`config.mk`:
```
export PLATFORM = sky130hd
export DESIGN_NAME = vga_timing_gen
export DESIGN_NICKNAME = d
export VERILOG_FILES = /design/src/rtl/vga_pkg.sv /design/src/rtl/vga_axis_counter.sv /design/src/rtl/vga_timing_gen.sv
export SDC_FILE = /design/constraint.sdc
export NUM_CORES = 1
export LEC_CHECK = 0
export BUFFER_PORTS_ARGS = -buffer_cell sky130_fd_sc_hd__buf_2
export CORE_MARGIN = 8
export CORE_UTILIZATION = 45
export CTS_CLUSTER_DIAMETER = 120
export DETAILED_ROUTE_END_ITERATION = 8
export GPL_ROUTABILITY_DRIVEN = 0
export GPL_TIMING_DRIVEN = 1
export PLACE_DENSITY = 0.65
export SLEW_MARGIN = 20
export SYNTH_ARGS = -nofsm -noshare
export SYNTH_HDL_FRONTEND = slang
export SYNTH_SLANG_ARGS = --single-unit
```
`constraint.sdc`:
```
create_clock -name pixel_clk -period 3.2 [get_ports pixel_clk]
set_input_delay 0.16 -clock pixel_clk [delete_from_list [all_inputs] [get_ports pixel_clk]]
set_output_delay 0.16 -clock pixel_clk [all_outputs]
set_load 0.005 [all_outputs]
```
`src/rtl/vga_pkg.sv`:
```
// ----------------------------------------------------------------------------
// vga_pkg
// Shared definitions for the raster timing generator:
//   - default 640x480@60 Hz timing constants
//   - axis_total(): derives H_TOTAL / V_TOTAL from display, porches and sync
//   - sync polarity encodings
// ----------------------------------------------------------------------------
package vga_pkg;

    // Sync polarity: the level driven while the sync pulse is asserted.
    typedef enum logic {
        SYNC_ACTIVE_LOW  = 1'b0,
        SYNC_ACTIVE_HIGH = 1'b1
    } sync_pol_e;

    localparam int DEF_H_DISPLAY  = 640;
    localparam int DEF_H_FP       = 16;
    localparam int DEF_H_SYNC     = 96;
    localparam int DEF_H_BP       = 48;
    localparam int DEF_V_DISPLAY  = 480;
    localparam int DEF_V_FP       = 10;
    localparam int DEF_V_SYNC     = 2;
    localparam int DEF_V_BP       = 33;
    localparam bit DEF_H_SYNC_POL = 1'b0;
    localparam bit DEF_V_SYNC_POL = 1'b0;
    localparam int DEF_COORD_W    = 10;
    localparam int DEF_PREFETCH   = 32;

    // Total positions along one axis, blanking included.
    function automatic int axis_total(input int display, input int fp,
                                      input int sync, input int bp);
        return display + fp + sync + bp;
    endfunction

endpackage

```
`src/rtl/vga_axis_counter.sv`:
```
// ----------------------------------------------------------------------------
// vga_axis_counter
// Generic wrapping position counter for one raster axis, with range decode.
// Counts 0..TOTAL-1 on each tick and wraps to 0.
// Ports:
//   clk_i     : clock (rising edge)
//   rst_n_i   : asynchronous active-low reset, counter -> 0
//   tick_i    : advance by one position
//   cnt_o     : current position
//   wrap_o    : position is TOTAL-1 (the next tick wraps)
//   active_o  : position < DISPLAY
//   sync_o    : position in [SYNC_START, SYNC_END)
//   hit_o     : position == HIT
// ----------------------------------------------------------------------------
module vga_axis_counter #(
    parameter int W          = 10,
    parameter int TOTAL      = 800,
    parameter int DISPLAY    = 640,
    parameter int SYNC_START = 656,
    parameter int SYNC_END   = 752,
    parameter int HIT        = 768
) (
    input  logic         clk_i,
    input  logic         rst_n_i,
    input  logic         tick_i,
    output logic [W-1:0] cnt_o,
    output logic         wrap_o,
    output logic         active_o,
    output logic         sync_o,
    output logic         hit_o
);

    localparam logic [W-1:0] LAST = W'(TOTAL - 1);

    logic [W-1:0] cnt_q;
    logic [W-1:0] cnt_d;
    logic [31:0]  cnt_ext_s;

    // Compare in 32 bits so SYNC_END == 2^W cannot alias to zero.
    assign cnt_ext_s = 32'(cnt_q);
    assign cnt_o     = cnt_q;
    assign wrap_o    = (cnt_q == LAST);
    assign active_o  = (cnt_ext_s < 32'(DISPLAY));
    assign sync_o    = (cnt_ext_s >= 32'(SYNC_START)) && (cnt_ext_s < 32'(SYNC_END));
    assign hit_o     = (cnt_ext_s == 32'(HIT));

    // Next position: hold, increment, or wrap at the last position.
    always_comb begin
        cnt_d = cnt_q;
        if (tick_i) begin
            if (wrap_o) begin
                cnt_d = {W{1'b0}};
            end else begin
                cnt_d = cnt_q + W'(1);
            end
        end else begin
            cnt_d = cnt_q;
        end
    end

    // Position register.
    always_ff @(posedge clk_i or negedge rst_n_i) begin
        if (!rst_n_i) begin
            cnt_q <= {W{1'b0}};
        end else begin
            cnt_q <= cnt_d;
        end
    end

endmodule

```
`src/rtl/vga_timing_gen.sv`:
```
// ----------------------------------------------------------------------------
// vga_timing_gen
// Parametrised raster timing generator. Every output is registered from the
// decode of the same (h, v) counter pair, one cycle behind the counters.
// Ports:
//   pixel_clk  : pixel clock (rising edge)
//   reset_n    : asynchronous active-low reset
//   enable     : advance when high; counters and levels freeze, pulses drop
//   h_sync     : horizontal sync, H_SYNC_POL while asserted
//   v_sync     : vertical sync, V_SYNC_POL while asserted
//   video_on   : inside the active area
//   pixel_x/y  : registered coordinates
//   line_start : pulse at x==0 of each active line
//   frame_over : pulse at (0, V_DISPLAY+V_FP), the buffer swap point
//   vblank     : y >= V_DISPLAY
//   line_req   : prefetch pulse PREFETCH cycles before end of line when the
//                next line is active
//   req_y      : index of the line requested, held between pulses
//   frame_cnt  : (only with VGA_TIMING_FRAME_CNT_EN) count of frame_over pulses
// Optional feature macro: VGA_TIMING_FRAME_CNT_EN
// ----------------------------------------------------------------------------
module vga_timing_gen
    import vga_pkg::*;
#(
    parameter int H_DISPLAY  = DEF_H_DISPLAY,
    parameter int H_FP       = DEF_H_FP,
    parameter int H_SYNC     = DEF_H_SYNC,
    parameter int H_BP       = DEF_H_BP,
    parameter int V_DISPLAY  = DEF_V_DISPLAY,
    parameter int V_FP       = DEF_V_FP,
    parameter int V_SYNC     = DEF_V_SYNC,
    parameter int V_BP       = DEF_V_BP,
    parameter bit H_SYNC_POL = DEF_H_SYNC_POL,
    parameter bit V_SYNC_POL = DEF_V_SYNC_POL,
    parameter int COORD_W    = DEF_COORD_W,
    parameter int PREFETCH   = DEF_PREFETCH
) (
    input  logic               pixel_clk,
    input  logic               reset_n,
    input  logic               enable,
    output logic               h_sync,
    output logic               v_sync,
    output logic               video_on,
    output logic [COORD_W-1:0] pixel_x,
    output logic [COORD_W-1:0] pixel_y,
    output logic               line_start,
    output logic               frame_over,
    output logic               vblank,
    output logic               line_req,
    output logic [COORD_W-1:0] req_y
`ifdef VGA_TIMING_FRAME_CNT_EN
    ,
    output logic [15:0]        frame_cnt
`endif
);

    localparam int H_TOTAL      = axis_total(H_DISPLAY, H_FP, H_SYNC, H_BP);
    localparam int V_TOTAL      = axis_total(V_DISPLAY, V_FP, V_SYNC, V_BP);
    localparam int H_SYNC_START = H_DISPLAY + H_FP;
    localparam int V_SYNC_START = V_DISPLAY + V_FP;

    if (H_TOTAL > (1 << COORD_W)) begin : g_bad_h_total
        $fatal(1, "vga_timing_gen: H_TOTAL does not fit in COORD_W");
    end
    if (V_TOTAL > (1 << COORD_W)) begin : g_bad_v_total
        $fatal(1, "vga_timing_gen: V_TOTAL does not fit in COORD_W");
    end
    if ((PREFETCH < 1) || (PREFETCH > H_FP + H_SYNC + H_BP)) begin : g_bad_prefetch
        $fatal(1, "vga_timing_gen: PREFETCH out of range");
    end

    logic [COORD_W-1:0] h_cnt_s, v_cnt_s, v_next_s;
    logic               h_wrap_s, h_active_s, h_in_sync_s, h_req_pos_s;
    logic               v_wrap_s, v_active_s, v_in_sync_s, v_swap_line_s;
    logic               v_tick_s;

    assign v_tick_s = enable && h_wrap_s;

    vga_axis_counter #(
        .W(COORD_W), .TOTAL(H_TOTAL), .DISPLAY(H_DISPLAY),
        .SYNC_START(H_SYNC_START), .SYNC_END(H_SYNC_START + H_SYNC),
        .HIT(H_TOTAL - PREFETCH)
    ) u_h_cnt (
        .clk_i(pixel_clk), .rst_n_i(reset_n), .tick_i(enable),
        .cnt_o(h_cnt_s), .wrap_o(h_wrap_s), .active_o(h_active_s),
        .sync_o(h_in_sync_s), .hit_o(h_req_pos_s)
    );

    vga_axis_counter #(
        .W(COORD_W), .TOTAL(V_TOTAL), .DISPLAY(V_DISPLAY),
        .SYNC_START(V_SYNC_START), .SYNC_END(V_SYNC_START + V_SYNC),
        .HIT(V_SYNC_START)
    ) u_v_cnt (
        .clk_i(pixel_clk), .rst_n_i(reset_n), .tick_i(v_tick_s),
        .cnt_o(v_cnt_s), .wrap_o(v_wrap_s), .active_o(v_active_s),
        .sync_o(v_in_sync_s), .hit_o(v_swap_line_s)
    );

    logic h_zero_s, line_start_s, frame_over_s, line_req_s;

    // Pulse decode; the prefetch for line 0 comes from the last line of the frame.
    always_comb begin
        h_zero_s = (h_cnt_s == {COORD_W{1'b0}});
        if (v_wrap_s) begin
            v_next_s = {COORD_W{1'b0}};
        end else begin
            v_next_s = v_cnt_s + COORD_W'(1);
        end
        line_start_s = h_zero_s && v_active_s;
        frame_over_s = h_zero_s && v_swap_line_s;
        line_req_s   = h_req_pos_s && (32'(v_next_s) < 32'(V_DISPLAY));
    end

    logic               h_sync_q, v_sync_q, video_on_q, vblank_q;
    logic               line_start_q, frame_over_q, line_req_q;
    logic [COORD_W-1:0] pixel_x_q, pixel_y_q, req_y_q;

    // Output registers: levels hold and pulses drop while enable is low.
    always_ff @(posedge pixel_clk or negedge reset_n) begin
        if (!reset_n) begin
            h_sync_q     <= ~H_SYNC_POL;
            v_sync_q     <= ~V_SYNC_POL;
            video_on_q   <= 1'b0;
            vblank_q     <= 1'b0;
            line_start_q <= 1'b0;
            frame_over_q <= 1'b0;
            line_req_q   <= 1'b0;
            pixel_x_q    <= {COORD_W{1'b0}};
            pixel_y_q    <= {COORD_W{1'b0}};
            req_y_q      <= {COORD_W{1'b0}};
        end else if (enable) begin
            h_sync_q     <= h_in_sync_s ? H_SYNC_POL : ~H_SYNC_POL;
            v_sync_q     <= v_in_sync_s ? V_SYNC_POL : ~V_SYNC_POL;
            video_on_q   <= h_active_s && v_active_s;
            vblank_q     <= ~v_active_s;
            line_start_q <= line_start_s;
            frame_over_q <= frame_over_s;
            line_req_q   <= line_req_s;
            pixel_x_q    <= h_cnt_s;
            pixel_y_q    <= v_cnt_s;
            if (line_req_s) begin
                req_y_q <= v_next_s;
            end else begin
                req_y_q <= req_y_q;
            end
        end else begin
            line_start_q <= 1'b0;
            frame_over_q <= 1'b0;
            line_req_q   <= 1'b0;
        end
    end

    assign h_sync     = h_sync_q;
    assign v_sync     = v_sync_q;
    assign video_on   = video_on_q;
    assign vblank     = vblank_q;
    assign line_start = line_start_q;
    assign frame_over = frame_over_q;
    assign line_req   = line_req_q;
    assign pixel_x    = pixel_x_q;
    assign pixel_y    = pixel_y_q;
    assign req_y      = req_y_q;

`ifdef VGA_TIMING_FRAME_CNT_EN
    logic [15:0] frame_cnt_q;

    // Frame counter steps on the same edge that registers frame_over.
    always_ff @(posedge pixel_clk or negedge reset_n) begin
        if (!reset_n) begin
            frame_cnt_q <= 16'd0;
        end else if (enable && frame_over_s) begin
            frame_cnt_q <= frame_cnt_q + 16'd1;
        end else begin
            frame_cnt_q <= frame_cnt_q;
        end
    end

    assign frame_cnt = frame_cnt_q;
`endif

endmodule

```
# Yosys cells after proc, flatten, opt, wreduce, memory -nomap -nowiden
# Cells that the tools add are included.
word_totals:
  output_inout_bits: 37
  inputBits: 3
  elab_cells: 42
  register_bits: 57
classes:
  n_eq_ne: 4
  magnitude_cmp: 7
  reduce_logical: 9
  add_sub_neg: 2
  muxes: 7
  bitwise: 1
ops:
  columns: ["op", "count"]
  rows:
  - ["10-bit == test (second input constant)", 3]
  - ["10-bit by 9-bit < comparator with 1-bit output (second input constant)", 3]
  - ["10-bit by 1-bit adder with 10-bit output (second input constant)", 2]
  - ["10-bit < comparator (second input constant)", 2]
  - ["10-bit 2-to-1 mux", 2]
  - ["10-bit by 9-bit == test with 1-bit output (second input constant)", 1]
  - ["10-bit greater-or-equal comparator (second input constant)", 1]
  - ["10-bit by 9-bit greater-or-equal comparator with 1-bit output (second input constant)", 1]
  - ["10-bit zero test", 1]
  - ["1-bit logical AND", 7]
  - ["1-bit 2-to-1 mux", 5]
  - ["2-bit AND reduction", 1]
  - ["1-bit NOT", 1]

# Depth between registers and ports, before layout
# Gate-level depths: netlist (run 1).
depth:
  ltp_word: 5
  depth_mapped: 8
  ltp_nobuf: 6

# Modules after synthesis
# Synthesis (run 1) repeated with hierarchy kept, for this count alone.
hier_totals:
  hier_cells: 273
  area_unflattened_um2: 3012.9
by_module_without_submodules:
  columns: ["module", "area_each_um2", "cells_each", "n_inst", "seq_area_each_um2"]
  rows:
  - ["vga_timing_gen", 1839.3, 155, 1, 928.4]
  - ["vga_axis_counter (u_h_cnt)", 598.1, 62, 1, 250.2]
  - ["vga_axis_counter (u_v_cnt)", 575.6, 56, 1, 250.2]

# Least setup slack after synthesis (run 1)
# Ideal clock, no wire load.
synth_timing:
  path_type: "flip-flop to flip-flop"
  from: "register u_v_cnt.cnt_q[6], in the netlist u_v_cnt.cnt_o[6]"
  to: "register req_y_q[0], in the netlist req_y[0]"
  arrival_ps: 1929
  required_time_ps: 3075
  synth_period_minus_slack_ps: 2054
  setup_slack_ps: 1146
  stages_incl_launch_ff: 8
  setup_time_ps: 125
  n_path_buf: 2
  path_cell_list: "dfrtp_1 buf_6 nor4b_4 nand4_4 a311oi_4 o31a_1 buf_6 mux2_4"
synth_via:
  elab_chain_len: 5
  word_cells_on_any_way: 6
  cone_classes: "add/sub (1); order compare (1); eq/ne (1); mux (1); reduce/logical (2)"
synth_lines:
  columns: ["item", "line_no", "rtl"]
  rows:
  - ["start, declared", "vga_axis_counter.sv:35", "logic [W-1:0] cnt_q;"]
  - ["start signal, assigned", "vga_axis_counter.sv:64", "cnt_q <= {W{1'b0}};"]
  - ["start signal, assigned", "vga_axis_counter.sv:66", "cnt_q <= cnt_d;"]
  - ["10-bit by 1-bit adder with 10-bit output or 10-bit == test (tied branches)", "vga_timing_gen.sv:107, vga_axis_counter.sv:42", null]
  - ["10-bit 2-to-1 mux (*)", "vga_timing_gen.sv:104", "if (v_wrap_s) begin"]
  - ["10-bit by 9-bit < comparator with 1-bit output", "vga_timing_gen.sv:111", "line_req_s = h_req_pos_s && (32'(v_next_s) < 32'(V_DISPLAY));"]
  - ["1-bit logical AND", "vga_timing_gen.sv:111", null]
  - ["2-bit AND reduction (no source line)", null, null]
  - ["end signal, assigned", "vga_timing_gen.sv:130", "req_y_q <= {COORD_W{1'b0}};"]
  - ["end signal, assigned", "vga_timing_gen.sv:142", "req_y_q <= v_next_s;"]
  - ["end signal, assigned", "vga_timing_gen.sv:144", "req_y_q <= req_y_q;"]
  - ["end, declared", "vga_timing_gen.sv:116", "logic [COORD_W-1:0] pixel_x_q, pixel_y_q, req_y_q;"]
# Every way passes the cells marked *; elsewhere a longest branch is shown, timed or not.
# A chain may end at the register's enable or synchronous reset.

# Worst setup path in the final report (run 1)
layout_timing:
  from: "register u_v_cnt.cnt_q[4], in the netlist u_v_cnt.cnt_o[4]"
  to: "register req_y_q[0], in the netlist req_y[0]"
# Same word-level chain as after synthesis.

==> results.json, run 1 <==
{
  "hold_viol_final": 0,
  "ant_nets": 0,
  "place_ws_ps": 705,
  "port_buffers": 39,
  "die_y_um": 94.2,
  "synth_nets": 256,
  "cts_root_buffer": "clkbuf_8",
  "dr.pass1.iters": 4,
  "wl_per_cell_um": 14.9,
  "avgSynthCellArea_sq_um": 11.1,
  "maxCapViolCount": 0,
  "dpl.hpwl_um": 3810,
  "layout_commonest_cell": "dfrtp_1",
  "drive_gt1_share_pct": 29.3,
  "grt-ovfl-total": 0,
  "fp-row-count": 28,
  "drt-vias-per-instance": 5.28,
  "power.leakage_nw": 1.47,
  "syn_inst": 249,
  "syn_area_sq_mm": 0.00275,
  "synth_edf_count": 0,
  "ys_types": 46,
  "period_needed_ps": 2500,
  "stdcell_count": 365,
  "criticalPathCategory": "reg -> reg",
  "seq_area_frac_synth_pct": 51.9,
  "cp.required_ps": 3420,
  "slew_headroom_pct": 63.3,
  "pin_count": 40,
  "diodes": 0,
  "ir_drop_v": 0.000288,
  "setup_tns_ps": 0,
  "gr-usage-all-layers_pct": 13.6,
  "initial_utilization_pct": 46.5,
  "end_kind": "flop",
  "cp_max_fo": 13,
  "place_inst": 348,
  "cts_inserted_buffers": 9,
  "ys.flop_type": "dfrtp_1",
  "holdCritPathClass": "in -> reg",
  "grt_start_max_net_pins": 46,
  "timing.final.ws_setup_ps": 698,
  "cts_tree": "done",
  "cts.sinks": 57,
  "min_period_over_period_pct": 78.2,
  "cp.buffers_inverters": 0,
  "rsz0062_at_grt": "false",
  "clkSlewWorstSetupHoldPaths_ps": 60,
  "final_nets": 292,
  "critPathMaxStageDelay_ps": 530,
  "crit_slowest_cell": "dfrtp_1",
  "post_cts_resize_count": 0,
  "setup_violations": 0,
  "path_cells": "nor4b_4 > nand4_4 > a311oi_4 > o31a_1 > mux2_4",
  "ys_top_cells_by_area": "dfrtp_1 (50%), mux2_2 (8.6%), nand2_1 (3.1%)",
  "core-area_sq_mm": 0.00592,
  "clkLatencyLatePin_ps": 330,
  "status": "complete, no violations",
  "power.density_mw_per_mm2": 568,
  "htreeDepth": 3,
  "antenna_found_initial": 0,
  "clockBufferDepth": 2,
  "synth-async-reset-ratio_pct": 100,
  "grt_pass1_vias": 1818,
  "max_freq_mhz": 400,
  "synth-warning-count": 0,
  "finalMaxSlewViolations": 0,
  "num_vias": 1928,
  "die_area_sq_mm": 0.00888,
  "crit_path_start_kind": "flop",
  "synth_area_leader_cell": "dfrtp_1",
  "ys_seq_elements": 57,
  "drt_iter0_markers": 97,
  "synth_top_area_share_pct": 50.0,
  "crit_family": "compound AO/OA/AOI/OAI gates",
  "cp.arrival_ps": 2720,
  "final_cell_mix": "dfrtp_1 (55), buf_2 (38), nand2_1 (23)",
  "worst_pin_slew_ps": 550,
  "drc": 0,
  "chipWidth_um": 94.2,
  "syn_to_final_growth_pct": 15.7,
  "grt_pass1_wl_um": 9110,
  "drt_wl_total_um": 5440,
  "fin_skew_ps": 5.61
}
-- registers in the layout, summed over array words and instances, names as in the netlist --
signal,flops
frame_over,1
h_sync,1
line_req,1
line_start,1
pixel_x,10
pixel_y,10
req_y,10
u_h_cnt.cnt_o,10
u_v_cnt.cnt_o,10
v_sync,1
vblank,1
video_on,1
-- cell usage after synthesis, drive strengths merged, types with 2 or more instances --
master and n:
dfrtp 55, mux2 23, nand2 23, nor2 14
o21ai 14, inv 11, buf 10, xnor2 9
a21oi 8, nand3 8, nor3 8, clkbuf 7
nand4 6, xor2 6, and4 5, ha 4
mux2i 3, nand2b 3, nor4 3, nor4b 3
o31ai 3, a311oi 2, a31oi 2, and2 2
and3 2, dfstp 2, nor2b 2, nor3b 2
o22a 2
-- metrics by stage --
stage	util [%]	total power [mW]	area, sq um	hold WS (ps)
CTS	53.6	1.83	3170	11.6
finish	53.8	1.81	3180	337
global placement	50.1	1.12	2960	376
detailed placement	50.1	1.13	2960	389
global route	53.8	1.90	3180	357
floorplan	-	1.03	2750	-136
-- per-layer routing --
metal	vias to the layer above	track usage, %	part of all wire, %
met5	-	0	0
met4	0	10.7	2.9
met3	10	3.68	5.1
met2	35	19.2	45
met1	930	17.1	47
li1	953	-	-
-- report_power, final --
part	internal, mW	switching (mW)	leakage (nW)
logic	0.113	0.109	0.630
registers	0.800	0.0914	0.737
clock network	0.423	0.271	0.107
-- logic make-up after synthesis --
logic type / share of synthesized area (%)
muxes: 10.8
xor gates and xnor gates: 4.77
AOI/OAI and AO/OA: 8.86
and+or+nand+nor: 17.0
DFF: 51.9
buffers and inverters: 4.86
adders and majority gates: 1.82
-- path summary, 6_finish.rpt --
path	startpoint	end	slack [ps]	cells past startpoint
setup / recovery	u_v_cnt.cnt_o[4]	req_y[0]	700	5
hold / removal	enable	line_start	340	4
setup reg to reg	u_v_cnt.cnt_o[4]	req_y[0]	700	5
hold reg to reg	req_y[9]	req_y[9]	490	1
max in group asynchronous	reset_n	u_h_cnt.cnt_o[5]	2240	3
min in group asynchronous	reset_n	req_y[2]	370	2
-- worst min-delay path, stage by stage --
cell	delay (ps)
buf_2	120
nor4b_1	150
nand4_1	140
nor3_1	60
-- cell type report --
cell class / count / area [sq um]
Sequential cell: 57 / 1430
Timing Repair Buffer: 42 / 223
Multi-Input combinational cell: 164 / 1190
Clock buffer: 14 / 173
Clock inverter: 2 / 35.0
Inverter: 11 / 41.3
Tap cell: 75 / 93.8
Fill cell: 517 / 2740
-- what timing repair did --
item,CTS,global route
hold endpoints to repair,0,42
setup endpoints to repair,0,0
setup buffers,0,0
hold buffers,0,1
(Power assumes the default switching activity.)
==> run 2, diff against run 1 <==
- PLACE_DENSITY: 0.65 -> 0.68
- clock period: 3.2 -> 2.2 ns (I/O delays scaled with it)
==> run 2 against run 1 <==
  * Critical path depth is 1 higher
  * First-iteration DRC count is 9.3% lower
  * Combinational power is 100% higher
  * Register-to-register slack worse by 580 ps
  * Sequential power is 39% higher
  * Worst setup slack worse by 580 ps
  * Die area stayed put
==> results.json, run 2 (synthesis results as in run 1) <==
{
  "status": "complete, no violations",
  "wl_per_cell_um": 15.1,
  "cts_tree": "done",
  "diodes": 0,
  "clkSlewWorstSetupHoldPaths_ps": 60,
  "cts_root_buffer": "clkbuf_8",
  "min_period_over_period_pct": 94.4,
  "syn_to_final_growth_pct": 21.7,
  "dr.pass1.iters": 4,
  "power.share.switching_pct": 27.9,
  "drive_gt1_share_pct": 35.6,
  "drc": 0,
  "cp.buffers_inverters": 1,
  "cp.arrival_ps": 2340,
  "fp-row-count": 28,
  "grt_pass1_vias": 2031,
  "ir_drop_v": 0.000401,
  "grt_pass1_wl_um": 10000,
  "clkLatencyLatePin_ps": 340,
  "sequentialPowerShare_pct": 49.4,
  "die_y_um": 94.2,
  "die_area_sq_mm": 0.00888,
  "dpl.hpwl_um": 4270,
  "worst_pin_slew_ps": 735,
  "clkPwrFrac_pct": 32.8,
  "gr-usage-all-layers_pct": 14.6,
  "path_cells": "and4_1 > nand3_2 > a311oi_4 > o31a_1 > buf_4 > mux2i_1",
  "multiInputGateArea_sq_mm": 0.00120,
  "port_buffers": 39,
  "chipWidth_um": 94.2,
  "postLayoutCoreUtil_pct": 56.6,
  "critPathMaxStageDelay_ps": 430,
  "fin_area_sq_mm": 0.00335,
  "period_needed_ps": 2080,
  "grt_start_max_net_pins": 33,
  "max_freq_mhz": 481,
  "core-area_sq_mm": 0.00592,
  "grt-ovfl-total": 0,
  "cp.required_ps": 2460,
  "num_vias": 2068,
  "antenna_found_initial": 0,
  "drt_iter0_markers": 88,
  "crit_family": "compound AO/OA/AOI/OAI gates",
  "hold_ws_ps": 248,
  "p_sw_mw": 0.703,
  "final_cell_mix": "dfrtp_1 (53), buf_2 (39), buf_4 (30)",
  "final_nets": 320,
  "intPower_mw": 1.82,
  "cts.sinks": 57,
  "nFillCells": 492,
  "layout_commonest_cell": "dfrtp_1",
  "place_inst": 375,
  "initial_utilization_pct": 46.5,
  "drt-vias-per-instance": 5.28,
  "clockBufferDepth": 2,
  "pwr-share-comb_pct": 17.9,
  "pin_count": 40,
  "crit_slowest_cell": "dfrtp_1",
  "criticalPathCategory": "reg -> reg",
  "finalMaxSlewViolations": 0,
  "ant_nets": 0,
  "slew_headroom_pct": 51.0,
  "power.leakage_nw": 1.59,
  "hold_viol_final": 0,
  "holdCritPathClass": "in -> reg",
  "placed_cell_area_sq_mm": 0.00317,
  "crit_path_start_kind": "flop",
  "power.density_mw_per_mm2": 752,
  "fin_skew_ps": 8.02,
  "end_kind": "flop",
  "htreeDepth": 3,
  "setup_violations": 0,
  "power_mw": 2.52,
  "stdcell_count": 392,
  "maxCapViolCount": 0,
  "cts_inserted_buffers": 9,
  "cp_max_fo": 5,
  "drt_wl_total_um": 5930,
  "layout.area.seq_sq_mm": 0.00143
}
[run 2: power groups by stage]
stage | sequential (mW) | combinational (mW) | clock, mW
after floorplan | 1.28 | 0.219 | 0
after global placement | 1.25 | 0.443 | 0
after detailed placement | 1.26 | 0.454 | 0
after CTS | 1.24 | 0.457 | 0.834
after global routing | 1.26 | 0.511 | 0.889
final | 1.24 | 0.450 | 0.826
[run 2: worst paths after layout]
check	startpoint	end	slack [ps]	cells after the start
min in group asynchronous	reset_n	req_y[9]	370	2
max reg2reg	u_v_cnt.cnt_o[7]	req_y[1]	120	6
max in group asynchronous	reset_n	u_v_cnt.cnt_o[0]	1140	3
max	u_v_cnt.cnt_o[7]	req_y[1]	120	6
min	enable	u_h_cnt.cnt_o[1]	250	3
min reg2reg	h_sync	h_sync	490	2
[run 2: per-layer routing]
| metal | GRT usage [%] | share of wire [%] | wire [um] | vias up |
|---|---|---|---|---|
| met5 | 0 | 0 | 0 | - |
| met4 | 7.66 | 1.8 | 107 | 0 |
| met3 | 4.72 | 6.0 | 358 | 8 |
| met2 | 21.1 | 45 | 2670 | 48 |
| met1 | 18.9 | 47 | 2790 | 999 |
| li1 | - | - | - | 1013 |
[run 2: area by class of cell]
| type | instances | area share (%) |
|---|---|---|
| flip-flops and latches | 57 | 42.7 |
| multi-input cells | 164 | 35.7 |
| clock inverters | 1 | 0.149 |
| inverters | 11 | 1.23 |
| repair buffers | 70 | 12.8 |
| clock buffers | 14 | 4.56 |
| well taps | 75 | 2.80 |
[run 2: tightest hold or removal path: cells and delay by family]
family / cells / cell delay (ps)
buffers and inverters: 2 / 320
AOI/OAI and AO/OA: 1 / 100
[run 2: through the flow]
step | worst slack, ps | TNS (ps)
after floorplan | 146 | 0
after global placement | 138 | 0
after detailed placement | 46.3 | 0
after CTS | 32.9 | 0
after global routing | -3.25 | -5.58
final | 122 | 0
[run 2: repair_timing]
item / in CTS / in global routing
setup buffers: 0 / 1
endpoints found under the setup margin: 0 / 5
resized for setup: 0 / 3
hold buffers: 1 / 0
hold endpoints to repair: 28 / 0
